$ cat config.mk
export PLATFORM = sky130hd
export DESIGN_NAME = fifo_wr_arbiter
export DESIGN_NICKNAME = d
export VERILOG_FILES = /design/src/rtl/fifo_arb_pkg.sv /design/src/rtl/fifo_wr_arbiter_rr_arbiter.sv /design/src/rtl/fifo_wr_arbiter.sv
export SDC_FILE = /design/constraint.sdc
export NUM_CORES = 1
export LEC_CHECK = 0
export CELL_PAD_IN_SITES_DETAIL_PLACEMENT = 0
export CELL_PAD_IN_SITES_GLOBAL_PLACEMENT = 1
export CORE_MARGIN = 2
export CORE_UTILIZATION = 28
export CTS_BUF_LIST = sky130_fd_sc_hd__clkbuf_4
export DETAILED_ROUTE_END_ITERATION = 10
export GPL_TIMING_DRIVEN = 0
export PLACE_DENSITY = 0.8
export SYNTH_ARGS = -nofsm -noshare
export SYNTH_HDL_FRONTEND = slang
export SYNTH_SLANG_ARGS = --single-unit
$ cat constraint.sdc
create_clock -name clk -period 2.25 [get_ports clk]
set_input_delay 0.45 -clock clk [delete_from_list [all_inputs] [get_ports clk]]
set_output_delay 0.45 -clock clk [all_outputs]
set_load 0.005 [all_outputs]
$ cat src/rtl/fifo_arb_pkg.sv
// Shared types and the round-robin search used by the FIFO write arbiter.
// rr_next() walks at most RR_MAX_REQ positions, so requester counts up to 16
// are supported by the helper.
package fifo_arb_pkg;

  typedef enum logic {ARB_IDLE, ARB_GRANT} arb_state_e;

  localparam int RR_MAX_REQ = 16;
  localparam int RR_IDX_W   = 4;

  typedef logic [RR_MAX_REQ-1:0] rr_vec_t;
  typedef logic [RR_IDX_W-1:0]   rr_idx_t;

  // First set bit of valid_vec strictly after 'last', wrapping from max_idx
  // back to 0 explicitly so non power-of-two requester counts work. Returns
  // 'last' when nothing is valid (the caller qualifies with any_req).
  function automatic rr_idx_t rr_next(input rr_idx_t last,
                                      input rr_vec_t valid_vec,
                                      input rr_idx_t max_idx);
    rr_idx_t idx;
    rr_idx_t result;
    logic    found;
    idx    = last;
    result = last;
    found  = 1'b0;
    for (int off = 0; off < RR_MAX_REQ; off++) begin
      if (off <= int'(max_idx)) begin
        idx = (idx == max_idx) ? rr_idx_t'(0) : rr_idx_t'(idx + 1'b1);
        if (!found && valid_vec[idx]) begin
          result = idx;
          found  = 1'b1;
        end
      end
    end
    return result;
  endfunction

endpackage

$ cat src/rtl/fifo_wr_arbiter_rr_arbiter.sv
// Purely combinational round-robin picker: given the request vector and the
// index served last, returns the next index to serve and whether any request
// is pending. Kept standalone so a read-side scheduler can reuse it.
module rr_arbiter
  import fifo_arb_pkg::*;
#(
  parameter int NUM_REQ  = 4,
  parameter int ID_WIDTH = $clog2(NUM_REQ)
) (
  input  logic [NUM_REQ-1:0]  req,
  input  logic [ID_WIDTH-1:0] last_idx,
  output logic [ID_WIDTH-1:0] grant,
  output logic                any_req
);

  rr_vec_t req_ext;
  rr_idx_t next_idx;

  // Zero-pad the request vector up to the width the search helper expects.
  generate
    for (genvar gi = 0; gi < RR_MAX_REQ; gi++) begin : g_req_ext
      if (gi < NUM_REQ) begin : g_used
        assign req_ext[gi] = req[gi];
      end else begin : g_pad
        assign req_ext[gi] = 1'b0;
      end
    end
  endgenerate

  // Rotating priority search starting just after the last served index.
  always_comb begin
    next_idx = rr_next(rr_idx_t'(last_idx), req_ext, rr_idx_t'(NUM_REQ - 1));
  end

  assign grant   = ID_WIDTH'(next_idx);
  assign any_req = |req;

endmodule

$ cat src/rtl/fifo_wr_arbiter.sv
// Shares the write port of a first-word-fall-through FIFO among NUM_REQ
// valid/ready producers. Grants rotate round-robin; each grant lasts up to
// MAX_BURST beats or until the granted producer drops valid. Every grant is
// preceded by a one-cycle arbitration bubble in IDLE.
// Optional build macro FIFO_WR_ARB_TAG_EN: prefixes each written word with
// the source index so the consumer can tell producers apart.
module fifo_wr_arbiter
  import fifo_arb_pkg::*;
#(
  parameter int NUM_REQ    = 4,
  parameter int DATA_WIDTH = 8,
  parameter int MAX_BURST  = 4,
  parameter int ID_WIDTH   = $clog2(NUM_REQ),
`ifdef FIFO_WR_ARB_TAG_EN
  parameter int OUT_WIDTH  = DATA_WIDTH + ID_WIDTH
`else
  parameter int OUT_WIDTH  = DATA_WIDTH
`endif
) (
  input  logic                               clk,
  input  logic                               rst,
  input  logic [NUM_REQ-1:0]                 req_valid_i,
  input  logic [NUM_REQ-1:0][DATA_WIDTH-1:0] req_data_i,
  output logic [NUM_REQ-1:0]                 req_ready_o,
  output logic                               fifo_wen_o,
  output logic [OUT_WIDTH-1:0]               fifo_wdata_o,
  input  logic                               fifo_full_i,
  output logic [ID_WIDTH-1:0]                grant_id_o,
  output logic                               busy_o
);

  localparam int BC_W = $clog2(MAX_BURST + 1);
  localparam logic [BC_W-1:0] LAST_BEAT = BC_W'(MAX_BURST - 1);

  arb_state_e            state_reg, state_next;
  logic [ID_WIDTH-1:0]   grant_reg, grant_next;
  logic [ID_WIDTH-1:0]   last_grant_reg, last_grant_next;
  logic [BC_W-1:0]       beat_cnt_reg, beat_cnt_next;
  logic [ID_WIDTH-1:0]   arb_grant;
  logic                  any_req;
  logic                  sel_valid;
  logic                  accept;
  logic [DATA_WIDTH-1:0] sel_data;

  rr_arbiter #(
    .NUM_REQ  (NUM_REQ),
    .ID_WIDTH (ID_WIDTH)
  ) u_rr (
    .req      (req_valid_i),
    .last_idx (last_grant_reg),
    .grant    (arb_grant),
    .any_req  (any_req)
  );

  // State, grant, rotation pointer and burst counter; reset hands requester 0
  // first priority by pointing last_grant at the highest index.
  always_ff @(posedge clk or posedge rst) begin
    if (rst) begin
      state_reg      <= ARB_IDLE;
      grant_reg      <= '0;
      last_grant_reg <= ID_WIDTH'(NUM_REQ - 1);
      beat_cnt_reg   <= '0;
    end else begin
      state_reg      <= state_next;
      grant_reg      <= grant_next;
      last_grant_reg <= last_grant_next;
      beat_cnt_reg   <= beat_cnt_next;
    end
  end

  // Next-state and handshake logic; the write strobe follows the granted
  // producer's valid combinationally and is blocked while the FIFO is full.
  always_comb begin
    state_next      = state_reg;
    grant_next      = grant_reg;
    last_grant_next = last_grant_reg;
    beat_cnt_next   = beat_cnt_reg;
    req_ready_o     = '0;
    sel_valid       = 1'b0;
    accept          = 1'b0;
    sel_data        = '0;
    case (state_reg)
      ARB_IDLE: begin
        if (any_req) begin
          grant_next = arb_grant;
          state_next = ARB_GRANT;
        end
      end
      ARB_GRANT: begin
        sel_valid              = req_valid_i[grant_reg];
        sel_data               = req_data_i[grant_reg];
        req_ready_o[grant_reg] = !fifo_full_i;
        accept                 = sel_valid && !fifo_full_i;
        // A stalled beat keeps the grant; only a dropped valid or the final
        // beat of the burst hands the port back.
        if (!sel_valid || (accept && beat_cnt_reg == LAST_BEAT)) begin
          state_next      = ARB_IDLE;
          last_grant_next = grant_reg;
          beat_cnt_next   = '0;
        end else if (accept) begin
          beat_cnt_next = beat_cnt_reg + BC_W'(1);
        end
      end
      default: begin
        state_next = ARB_IDLE;
      end
    endcase
  end

  assign fifo_wen_o = accept;
  assign busy_o     = (state_reg == ARB_GRANT);
  assign grant_id_o = grant_reg;

`ifdef FIFO_WR_ARB_TAG_EN
  assign fifo_wdata_o = busy_o ? {grant_reg, sel_data} : '0;
`else
  assign fifo_wdata_o = sel_data;
`endif

endmodule

==> metrics.md, run 1 <==
| Metric | Value |
|---|---|
| Crit Reg-Reg Startpoint | `last_grant_reg[0]` |
| # DRC | `0` |
| Status | `finished, final reports clean` |
| Filler cell count | `337` |
| Final-report hold violation count | `0` |
| Most common cell in the synthesized netlist | `nand2_1` |
| Final min period | `2.17 ns` |
| CTS max path bufs | `2` |
| Max FO, Critical Path | `6` |
| Port bufs | `53` |
| Fin Clk Skew | `0.00788 ns` |
| Reg2reg setup slack | `0.20 ns` |
| Proportion of layout cells with a drive suffix above 1 | `23.4%` |
| Fmax | `0.460 GHz` |
| Routed len/inst | `13.5 um` |
| First-pass GRT wire length | `4890 um` |
| Worst setup slack after layout | `0.0778 ns` |
| Via count | `1077` |
| Synth unique cells | `35` |
| Vias per inst | `4.87` |
| Largest net degree at the start of global routing | `11` |
| Routability cong. | `0.863` |
| EDFF count, synth | `0` |
| DRT iter0 DRCs | `60` |
| Slew HR | `69.2%` |
| Sequential area share after synthesis | `20.5%` |
| Clock transition at path regs | `0.06 ns` |
| Worst vdd ir | `0.000463 V` |
| Most frequent cells after synthesis | `15 x nand2_1, 10 x inv_1, 10 x mux4_2` |
| Initial antenna violation count | `0` |
| Max capacitance violation total | `0` |
| Drt pass-1 iters | `4` |
| Most common flop cell mapped by yosys | `dfrtp_1` |
| Power per Cell Area | `1200 mW/mm^2` |
| Worst Setup End Kind | `primary output` |
| Final slew viol count | `0` |
| Final Util | `50.2%` |
| Slew @ Worst Pin | `0.449 ns` |
| Die Span Y | `63.5 um` |
| Seq cells post-synth | `8` |
| Synthesized Nets | `155` |
| Synth area leaders | `mux4_2 23%, dfrtp_1 15%, and2_1 5.7%, nand2_1 5.7%, dfstp_2 5.3%` |
| Crit path DAT | `1.72 ns` |
| Max FFs per register | `3` |
| Worst path required time | `1.80 ns` |
| Placed wire-length estimate | `2410 um` |
| CTS buffer count | `3` |
| Post-synth top area cell | `mux4_2` |
| TritonCTS clock tree | `built` |
| Syn-to-layout area delta | `70.7%` |
| Antenna Nets Post-Route | `0` |
| Worst skew pair latency | `0.26 ns` |
| Routed WL | `2980 um` |
| CORE AREA | `0.00336 sq mm` |
| Dpl ws | `-0.371 ns` |
| RR Endpoint | `grant_id_o[1]` |
| Vias in the first global route | `1049` |
| Hold Path Class | `input port to asynchronous set/reset pin` |
| Setup CP Type | `flip-flop to primary output` |
| Static Leakage | `0.716 nW` |
| Clock sink count | `8` |
| Final setup vio count | `0` |
| I/O pin total | `55` |
| Yosys warnings | `0` |
| Async S/R FF share, synth | `100%` |
| Avg Inst Size Synth | `8.76 sq um` |
| H-tree lvl count | `1` |
| Synth Cell Area | `990 sq um` |
| Overall routing resource usage | `15.0%` |
| Post-Synthesis Cells | `113` |
| RSZ-0062 raised after global routing | `no` |
| Top cell type's share of synthesized area | `22.8%` |
| Rows | `21` |
| Depth of the most critical reg-to-reg path | `7` |
| GRT overflow | `0` |
| Die W | `63.5 um` |
| Die area | `0.00403 sq mm` |
| Root Buffer | `clkbuf_4` |
| CP startpoint kind | `flip-flop` |
| Ant. Diodes | `0` |
| Starting Density | `29.4%` |
| Net count, final | `218` |
| Period utilization | `96.5%` |
-- per-stage QoR --
| step | instance area (sq um) | power, W | hold WS (ns) | TNS (ns) | cells |
|---|---|---|---|---|---|
| 2_1_floorplan | 990 | 0.00125 | 0.264 | 0 | 113 |
| 3_3_place_gp | 1580 | 0.00173 | 0.465 | -1.24 | 212 |
| 3_5_place_dp | 1580 | 0.00177 | 0.479 | -1.40 | 212 |
| 4_1_cts | 1650 | 0.00195 | 0.433 | 0 | 220 |
| 5_1_grt | 1690 | 0.00220 | 0.444 | 0 | 221 |
| 6_report | 1690 | 0.00202 | 0.426 | 0 | 221 |
-- cells in the final DEF (no fill, tap or decap), types with 2 or more instances in the layout --
master,count
and2_4,6
buf_2,2
dfrtp_1,5
a31oi_1,2
nand2_1,14
and2_1,3
nand2b_1,2
mux2i_1,2
o21ai_0,7
clkdlybuf4s50_1,38
buf_6,2
inv_1,10
nor3_1,2
and3_1,3
buf_4,4
ha_1,3
dfstp_2,2
mux4_2,10
o41ai_1,2
a21oi_1,6
clkbuf_1,2
nor2_1,6
clkdlybuf4s15_1,9
clkbuf_4,5
nor4_1,2
dlygate4sd2_1,5
-- layer usage --
layer	GRT usage (%)	part of all wire [%]	wire, um	up-vias
li1	-	-	-	541
met1	18.7	45	1340	488
met5	0	0	0	-
met3	5.00	8.5	253	2
met4	2.45	0.47	14	0
met2	25.5	46	1380	46
-- report_power, final --
group | internal (W) | switching (W)
combinational | 0.000904 | 0.000705
clock | 0.0000802 | 0.0000542
sequential | 0.000225 | 0.0000564
-- layout make-up --
type                    instances  area (sq um)  share of cell area, %
clock buffers                   4          30.0                   1.78
plain buffers                   8          62.6                   3.70
multi-input cells              87           721                   42.7
flip-flops and latches          8           204                   12.1
inverters                      10          37.5                   2.22
repair buffers                 58           577                   34.1
well taps                      46          57.6                   3.41
-- critical path, cell delays in order (launching register included) --
cell and delay, ns:
dfrtp_1 0.36, buf_6 0.12, buf_8 0.12, mux4_2 0.50, and2_4 0.17, clkdlybuf4s15_1 0.20
-- worst max path at each step --
stage | end | depth (start not counted) | from
floorplan | fifo_wdata_o[3] | 4 | grant_id_o[0]
global placement | fifo_wen_o | 5 | req_valid_i[3]
detailed placement | fifo_wen_o | 5 | req_valid_i[3]
CTS | req_ready_o[3] | 4 | fifo_full_i
global route | fifo_wen_o | 6 | grant_id_o[0]
finish | fifo_wdata_o[3] | 5 | grant_id_o[0]
-- timing repair --
item | CTS | global route
hold buffers | 0 | 0
endpoints found under the setup margin | 13 | 11
pin swaps | 0 | 2
buffers inserted | 4 | 1
resized for setup | 22 | 16
-- cells by family (layout without fill, tap and decap cells) --
family | count (synthesis) | in the layout | synth area share (%)
AO/OA/AOI/OAI | 25 | 25 | 16.3
adder cells (fa/ha/maj) | 3 | 3 | 3.79
buffers and inverters | 18 | 80 | 8.72
flip-flops | 8 | 8 | 20.5
multiplexers | 14 | 14 | 27.1
AND/OR/NAND/NOR | 45 | 45 | 23.6
Power figures use the tool's default switching activity.
==> run 2, diff against run 1 <==
HOLD_SLACK_MARGIN = 0.1   (was not set)
==> results of run 2 <==
Final layout, timing and power as in run 1 (identical DEF).
==> RTL change: new RTL, flow settings as in run 2 <==
Make the reset (`rst`) synchronous in one clocked block.
--- a/src/rtl/fifo_wr_arbiter.sv
+++ b/src/rtl/fifo_wr_arbiter.sv
@@ -55,5 +55,5 @@
   // State, grant, rotation pointer and burst counter; reset hands requester 0
   // first priority by pointing last_grant at the highest index.
-  always_ff @(posedge clk or posedge rst) begin
+  always_ff @(posedge clk) begin
     if (rst) begin
       state_reg      <= ARB_IDLE;
Formal check against the unedited RTL: differs if rst is asserted again (counterexample within 4 cycles, from zero or initial values and one cycle with rst high); with rst held inactive, the same outputs for 10 cycles.
==> RTL change against run 2 <==
Via count is 0.74% lower; cell area is 6.5% lower; area after synthesis is 8.8% lower; sequential cell count stayed put; worst setup slack worse by 0.020 ns; worst hold slack better by 0.028 ns; wire length is 1.1% higher; die area is 8.3% lower; global-route usage is 0.96 points higher.
Power is not compared: it rests on default switching activity, and its combinational part moved more than twofold at a synthesized area within 25%.
==> RTL change: results (changes against run 2) <==
- The count of cells along the worst register-to-register path is 6 (-1).
- The fraction of layout instances using a drive strength above 1 came to 22.8% (-0.67 points).
- The final estimated routing congestion in global placement is 0.806 (-6.6%).
- The post-detailed-placement cell area is 1480 um^2 (-6.3%).
- The relative slew slack was 72.2% (+3.0 points).
- The worst supply voltage drop on vdd is 0.231 mV.
- The worst hold path belongs to the class register to register.
- The number of buffers added by the clock tree synthesis step was 3 (unchanged).
- The maximum fanout encountered on the critical timing path is 1 (-5).
- The total number of nets in the final design came to 211 (-3.2%).
- The adder and majority gate portion of the synthesized area is 4.16% (+0.37 points).
- The fraction of the mapped netlist area in compound gates is 20.0% (+3.7 points).
- The total routed wirelength is 3020 um (+1.1%).
- In this run the static leakage power is 0.636 nW.
- The number of warnings issued by yosys is 0 (unchanged).
- The cell sitting at the root of the clock tree is a sky130_fd_sc_hd__clkbuf_4.
- The number of antenna diodes is 0 (unchanged).
- The count of cell types in the netlist is 35 (unchanged).
- The clock transition at the registers of the reported paths is 0.05 ns.
- The largest net degree at the start of global routing came to 11 (unchanged).
- The cell count of the worst hold path is 2.
- The placed wire-length estimate is 2420 um (+0.47%).
- The share of cell area taken by muxes after synthesis is 23.6% (-3.5 points).
- The detailed-routing iteration count for the pre-antenna-repair pass is 6 (+2).
- For this run, the leading register cell type out of synthesis is sky130_fd_sc_hd__dfxtp_1.
- The placed instance count is 201 (-5.2%).
- The number of port buffers is 52 (-1.9%).
- The number of vias per cell after detailed routing was 5.07 (+4.0%).
- The vias after detailed routing is 1069 (-0.74%).
- The later pin in the worst-skew pair is clocked with a latency of 0.25 ns.
- The net count of the mapped netlist was 147 (-5.2%).
- The signal arrival time at the worst endpoint is 1.74 ns (+0.02 ns).
- The flow ran to the end, and the final reports show no timing, DRC or antenna violations.
- The flip-flop count of the largest register after layout is 3 (unchanged).
- In the post-synthesis netlist, the biggest area contributors are sky130_fd_sc_hd__mux4_2 (22%), sky130_fd_sc_hd__dfxtp_1 (18%), sky130_fd_sc_hd__and2_1 (5.5%), sky130_fd_sc_hd__a21oi_1 (4.4%), sky130_fd_sc_hd__nor3_1 (4.4%).
- The global router's overall resource usage is 16.0% (+0.96 points).
- The largest buffer count on any clock path is 2 (unchanged).
- The async set-reset flop share out of synthesis is 0% (-100 points).
- The share of the synthesized netlist area taken by xor and xnor gates was 0.971% (+0.97 points).
- The average size of a mapped cell came to 8.59 um^2 (-1.9%).
- The count of flip-flops with a built-in enable after synthesis is 0 (unchanged).
- The number of DRC markers after the initial detailed-route iteration is 30 (-50%).
- The via count of the first global-routing pass came to 1014 (-3.3%).
- The wire length of the first global-routing pass is 4590 um (-6.1%).
- The number of antenna violations at the first check in global routing is 0 (unchanged).
- The post-synthesis sequential area ratio is 17.8% (-2.7 points).
- The maximum level of the CTS H-tree came to 1 (unchanged).
- The post-route clock skew is 0.00163 ns (-0.00625 ns).
- By count the netlist is led by sky130_fd_sc_hd__nor2_1 (10), sky130_fd_sc_hd__mux4_2 (9).
## RTL change: cell types whose count changed after synthesis, moves of 3 or more
cell	delta
sky130_fd_sc_hd__and3_1	-3
sky130_fd_sc_hd__nand2_1	-11
sky130_fd_sc_hd__o21ai_0	-4
sky130_fd_sc_hd__dfxtp_1	+8
sky130_fd_sc_hd__dfrtp_1	-6
sky130_fd_sc_hd__nor3_1	+6
sky130_fd_sc_hd__nand2b_1	+4
sky130_fd_sc_hd__inv_1	-6
sky130_fd_sc_hd__nor2_1	+3
## RTL change: logic make-up after synthesis
logic type,Yosys count
AND/OR/NAND/NOR,44
AO/OA/AOI/OAI,25
buffers and inverters,14
multiplexers,10
flip-flops,8
adder cells (fa/ha/maj),3
XOR/XNOR,1
## RTL change: worst paths after layout
path | start | to | slack, ns
setup / recovery | req_data_i[9] | fifo_wdata_o[1] | 0.06
setup reg to reg | last_grant_reg[0] | grant_id_o[0] | 0.20
hold reg to reg | beat_cnt_reg[2] | beat_cnt_reg[2] | 0.45
hold / removal | beat_cnt_reg[2] | beat_cnt_reg[2] | 0.45
## RTL change: metrics by stage
stage          setup slack (ns)  utilization (%)  setup TNS [ns]  hold WS [ns]
5_1_grt                 0.00669             51.7               0         0.486
4_1_cts                 0.00596             51.3               0         0.459
3_5_place_dp             -0.256             48.4           -1.23         0.452
3_3_place_gp             -0.247             48.4           -1.12         0.442
6_report                 0.0577             51.7               0         0.454
2_1_floorplan             0.428                -               0         0.432
## RTL change: what timing repair did
item | in CTS | in global routing
setup buffers | 7 | 0
endpoints found under the setup margin | 13 | 5
cloned | 0 | 0
gates resized for setup | 21 | 6
## RTL change: area by class of cell
class / instances / area, um^2
multi-input combinational: 83 / 696
buffer: 10 / 70.1
tap: 44 / 55.1
clock buffer: 3 / 22.5
sequential: 8 / 161
inverter: 4 / 15.0
timing repair buffer: 59 / 559
fill: 315 / 1470
## RTL change: critical path, cell delays in order
cell and delay, ns:
sky130_fd_sc_hd__clkdlybuf4s50_1 0.42, sky130_fd_sc_hd__mux4_2 0.46, sky130_fd_sc_hd__and2_1 0.17, sky130_fd_sc_hd__dlygate4sd2_1 0.25
## RTL change: where the power goes
part           switching [mW]  total [mW]  internal, mW  leakage (nW)
sequential             0.0211       0.178         0.157        0.0660
combinational           0.166       0.433         0.268         0.556
clock                  0.0460       0.107        0.0609        0.0138
total                   0.233       0.718         0.486         0.636
## RTL change: per-layer routing
metal,wire length [um],GRT usage [%]
met1,1140,18.9
met2,1470,28.9
met3,409,5.12
met4,0,1.86
met5,0,0
